==> src/rtl/rf_write_arbiter.sv <==
// Round-robin arbiter sharing the register file write port among NREQ write-back sources.
// Optional macro RF_WRITE_FWD_EN adds same-cycle bypass of the pending registered write.
module rf_write_arbiter #(
  parameter int NREQ = 3,
  parameter int AW   = 3,
  parameter int DW   = 16
) (
  input  logic               clk,
  input  logic               rst,
  input  logic               hold,
  input  logic [NREQ-1:0]    req_valid,
  input  logic [AW*NREQ-1:0] req_addr,
  input  logic [DW*NREQ-1:0] req_data,
  output logic [NREQ-1:0]    req_ready,
  output logic               rf_we,
  output logic [AW-1:0]      rf_wa,
  output logic [DW-1:0]      rf_wd,
  output logic [2:0]         grant_id,
  input  logic [AW-1:0]      rd_addr_a,
  input  logic [AW-1:0]      rd_addr_b,
  input  logic [DW-1:0]      rf_rd_a,
  input  logic [DW-1:0]      rf_rd_b,
  output logic [DW-1:0]      fwd_rd_a,
  output logic [DW-1:0]      fwd_rd_b
);

  localparam int PW = (NREQ > 1) ? $clog2(NREQ) : 1;

  logic [PW-1:0]   ptr;
  logic [PW-1:0]   ptr_nxt;
  logic [NREQ-1:0] gnt_p0;
  logic [PW-1:0]   gnt_idx_p0;
  logic            vld_p0;

  logic            vld_p1;
  logic [AW-1:0]   wa_p1;
  logic [DW-1:0]   wd_p1;
  logic [2:0]      gid_p1;

  function automatic logic [PW-1:0] rr_index(input logic [PW-1:0] base, input int off);
    int s;
    s = int'(base) + off;
    if (s >= NREQ) s = s - NREQ;
    return s[PW-1:0];
  endfunction

  // Stage p0: combinational grant, scanning from ptr with wrap-around
  always_comb begin
    gnt_p0     = '0;
    gnt_idx_p0 = '0;
    vld_p0     = 1'b0;
    if (!rst && !hold) begin
      for (int k = 0; k < NREQ; k++) begin
        if (!vld_p0 && req_valid[rr_index(ptr, k)]) begin
          vld_p0     = 1'b1;
          gnt_idx_p0 = rr_index(ptr, k);
        end
      end
    end
    if (vld_p0) gnt_p0[gnt_idx_p0] = 1'b1;
  end

  assign req_ready = gnt_p0;
  assign ptr_nxt   = (gnt_idx_p0 == PW'(NREQ - 1)) ? '0 : gnt_idx_p0 + 1'b1;

  // Stage p1: registered write toward the register file; address/data hold when idle
  always_ff @(posedge clk) begin
    if (rst) begin
      vld_p1 <= 1'b0;
      wa_p1  <= '0;
      wd_p1  <= '0;
      gid_p1 <= '0;
      ptr    <= '0;
    end else begin
      vld_p1 <= vld_p0;
      if (vld_p0) begin
        wa_p1  <= req_addr[AW*gnt_idx_p0 +: AW];
        wd_p1  <= req_data[DW*gnt_idx_p0 +: DW];
        gid_p1 <= 3'(gnt_idx_p0);
        ptr    <= ptr_nxt;
      end
    end
  end

  assign rf_we    = vld_p1;
  assign rf_wa    = wa_p1;
  assign rf_wd    = wd_p1;
  assign grant_id = gid_p1;

`ifdef RF_WRITE_FWD_EN
  // Bypass the write that commits at the next edge so decode sees fresh data
  assign fwd_rd_a = (vld_p1 && (wa_p1 == rd_addr_a)) ? wd_p1 : rf_rd_a;
  assign fwd_rd_b = (vld_p1 && (wa_p1 == rd_addr_b)) ? wd_p1 : rf_rd_b;
`else
  logic unused_rd_addr;
  assign unused_rd_addr = ^{rd_addr_a, rd_addr_b};
  assign fwd_rd_a       = rf_rd_a;
  assign fwd_rd_b       = rf_rd_b;
`endif

endmodule

==> config.mk <==
export PLATFORM = sky130hd
export DESIGN_NAME = rf_write_arbiter
export DESIGN_NICKNAME = d
export VERILOG_FILES = /design/src/rtl/rf_write_arbiter.sv
export SDC_FILE = /design/constraint.sdc
export NUM_CORES = 1
export LEC_CHECK = 0
export CORE_MARGIN = 5
export CORE_UTILIZATION = 30
export CTS_CLUSTER_SIZE = 14
export DETAILED_ROUTE_END_ITERATION = 7
export HOLD_SLACK_MARGIN = 0.15
export PLACE_DENSITY_LB_ADDON = 0.08
export SLEW_MARGIN = 0
export SYNTH_ARGS = -nofsm -noshare
export SYNTH_HDL_FRONTEND = slang
export SYNTH_SLANG_ARGS = --single-unit
==> constraint.sdc <==
create_clock -name clk -period 3.2 [get_ports clk]
set_clock_uncertainty 0.05 [all_clocks]
set_input_delay 0.32 -clock clk [delete_from_list [all_inputs] [get_ports clk]]
set_output_delay 0.32 -clock clk [all_outputs]
set_load 0.03 [all_outputs]
==> flow_results.org <==
** Status
- The run finished with clean final reports.

** Clock tree
- After clock tree synthesis, the setup repair step added 0 buffers.
- After clock tree synthesis, the flow added hold-fix buffers numbering 0.
- Clock latency on the worst-skew pair, taken at its later pin, is ~0.26 ns.
- Number of levels in the clock H-tree :: 1
- The root buffer cell chosen for the clock tree is clkbuf_8.
- CTS saw 24 sinks.
- Clock tree from TritonCTS :: yes
- Clk pin slew, worst setup/hold paths :: 0.08 ns
- In this run the deepest clock path goes through 2 buffers.
- Num CTS Buffers :: 3

** Worst setup path
- Data arrives at the worst endpoint at 2.53 ns.
- In this run the worst path has a maximum fanout of 21.
- The cell that appears most often on the critical path is buf_4.
- For the worst setup path, the data required time is 2.83 ns.
- The critical path goes through inv_1 -> ha_1 -> buf_4 -> nand2b_1 -> and3_1 -> o41ai_4 -> and2_1 -> buf_4 -> buf_4.
- By startpoint and endpoint, the worst setup path is classified as reg -> out.
- Worst-path cell with the longest stage delay :: dfxtp_1
- In this design, the largest share of critical-path delay is due to buffers and inverters.
- Critical path endpoint category :: output port
- Worst path bufs/invs :: 4
- The worst setup path is launched from a register.
- On the worst path, the slowest cell contributes a delay of 0.40 ns.

** Global route
- Overflow after GRT :: 0
- Global-route wire length before repair :: between 8000 and 9000 µm
- The initial antenna violation count came to 0.
- Entering global routing, the biggest net connects 22 pins.
- Total GRT Usage :: 14.6%
- Number of global-route vias before repair :: 1631

** Timing
- Min Tclk post-route :: between 2 and 3 ns
- Count of endpoints failing hold in the final timing report :: 0
- Post-route setup slack :: slightly above 0.3 ns
- In the final timing run, aggregate negative setup slack is 0 ns.
- Setup repair after global routing left no endpoint under its margin.
- Share of the clock period used by the worst path :: 90.5%
- Final Max Tran Viols :: 0
- Setup violations remaining at the end of the flow were counted as 0.
- Max Fclk :: around 350 MHz

** Drt
- Antenna Nets Post-Route :: 0
- Summed over all layers, the routed wires come to 5200 µm.
- The routed design uses 2840 µm of met2 wire.
- The detailed router put a total of 1890 µm of wire on met1.
- First-pass iteration count of the detailed router :: 5
- The first routing iteration left 110 violations.
- Vias after detailed routing :: roughly 1500
- After detailed routing, the met3 layer carries 441 µm of wire.
- Routed via count divided by cell count :: 4.86
- In the routed design, unresolved DRC markers number 0.
- Drt wl/cell :: approximately 17 µm
- Highest routed layer :: met4

** Synthesis
- Summed over its instances, the top area cell type makes up 30.2% of the synthesized netlist area.
- For this run, asynchronously set or reset flops after synthesis account for 0%.
- By count the netlist is led by buf_4, dfxtp_1, a21oi_1, inv_1.
- Summed over all instances, the cell type with the most area after synthesis is dfxtp_1.
- Yosys instantiated no cell more often than buf_4.
- Syn_nets :: 283
- Count of state elements after synthesis :: 24
- Sequential elements use between 30% and 40% of the synthesized area.
- The synthesized netlist contains 36 unique library cells.
- Largest cells by area after synthesis :: dfxtp_1, buf_4, a222oi_1
- Most used DFF post-synth :: dfxtp_1
- Ys Warns :: 0
- Synthesis handed over a netlist of 178 instances.
- The average instance in the mapped netlist occupies 8.93 µm².
- Summing every instance area after synthesis gives 1590 µm².
- EDFF count, synth :: 0

** Final layout
- Diodes inserted :: 0
- Relative to the synthesized area, the layout overhead comes to 49.2%.
- Of the cells placed in the final design, the portion with a size suffix greater than 1 is 10.2%.
- Number of nets in the final layout :: 342

** Placed design
- DP HPWL :: 4140 µm
- Routability-driven placement finished with a final weighted congestion of 0.733.
- In this run the tool buffered the top-level ports with 87 buffer cells.
- DP Worst Slack :: 0.0574 ns

** Pwr
- Post-route total power :: 929 µW
- Power per cell area :: 392 nW/µm²
- Leakage power summed over all cells :: 0.915 nW
- Worst vdd rail ir drop :: 254 µV

** Floorplanning
- Row Count :: 26
- After floorplanning, the core was sized to cover 5140 µm².
- The die is between 80 and 90 µm tall.
- Starting utilization of the core area :: 30.9%
- Area of the die :: 6860 µm²
- During I/O placement, the number of pins put on the boundary was 159.
- Measured along the x axis, the die boundary spans 82.8 µm.

** Worst hold path
- Hold Crit Class :: reg -> reg

** Flow run
- Number of max-cap violations :: 0
-- where the power goes --
group	switching (mW)	total, mW	internal [mW]
logic	0.187	0.376	0.190
clock network	0.0950	0.205	0.110
registers	0.0171	0.348	0.331
total	0.299	0.929	0.631
-- tightest hold or removal path, stage by stage (launching register included) --
cell and delay [ns]:
dfxtp_1 0.32, inv_1 0.05, o21ai_1 0.06
-- state kept, by name (all words and copies together), names as in the netlist --
| signal | count |
|---|---|
| rf_wd | 16 |
| rf_wa | 3 |
| ptr | 2 |
| grant_id | 2 |
| rf_we | 1 |
-- cells by family (layout without fill, tap and decap cells) --
kind of cell	after synthesis	after routing	synth area share [%]
compound gates	46	46	25.4
fa+ha+maj	4	4	3.15
buf+inv	56	114	22.2
flops	24	24	30.2
mux	11	11	6.92
other cells	1	1	0.236
simple gates	36	36	11.9
-- final cells by class --
class | instances | area (µm²)
repair buffers | 96 | 928
clock buffers | 4 | 55.1
fillers | 520 | 2770
multi-input cells | 98 | 768
flip-flops and latches | 24 | 480
inverters | 14 | 52.6
well taps | 70 | 87.6
-- path summary, 6_finish.rpt --
kind / slack [ns] / cells past startpoint / endpoint / start
worst max register to register: 0.57 / 9 / rf_wa[1] / ptr[0]
worst min register to register: 0.42 / 2 / grant_id[0] / grant_id[0]
worst max-delay path: 0.30 / 9 / req_ready[2] / ptr[0]
worst min-delay path: 0.42 / 2 / grant_id[0] / grant_id[0]
-- metal layers --
layer,vias to the layer above,GRT usage [%]
met3,6,5.45
met4,0,2.97
met1,690,15.9
met5,-,0
met2,61,26.9
li1,730,-
-- per-stage QoR --
stage                     cells  hold WS [ns]  utilization [%]  instance area, µm²
after detailed placement    302         0.402             45.0                2310
after floorplan             178         0.339                -                1590
after CTS                   306         0.423             46.0                2360
after global routing        306         0.442             46.2                2370
after global placement      302         0.398             45.0                2310
final                       306         0.415             46.2                2370
-- layout by cell type, fill, tap and decap left out, types with 3 or more instances in the layout --
master and n:
clkbuf_8 4, a222oi_1 11, dfxtp_1 24, a21oi_1 12, nand2b_1 3, ha_1 4
clkdlybuf4s50_1 84, mux2i_1 11, nand3_1 10, nand2_1 9, nor2_1 5, inv_1 12
o221ai_1 9, buf_4 11
-- timing repair --
action,in CTS,in global routing
setup endpoints to repair,1,1
gates cloned,0,0
gates resized for setup,1,3
Power figures use the tool's default switching activity.
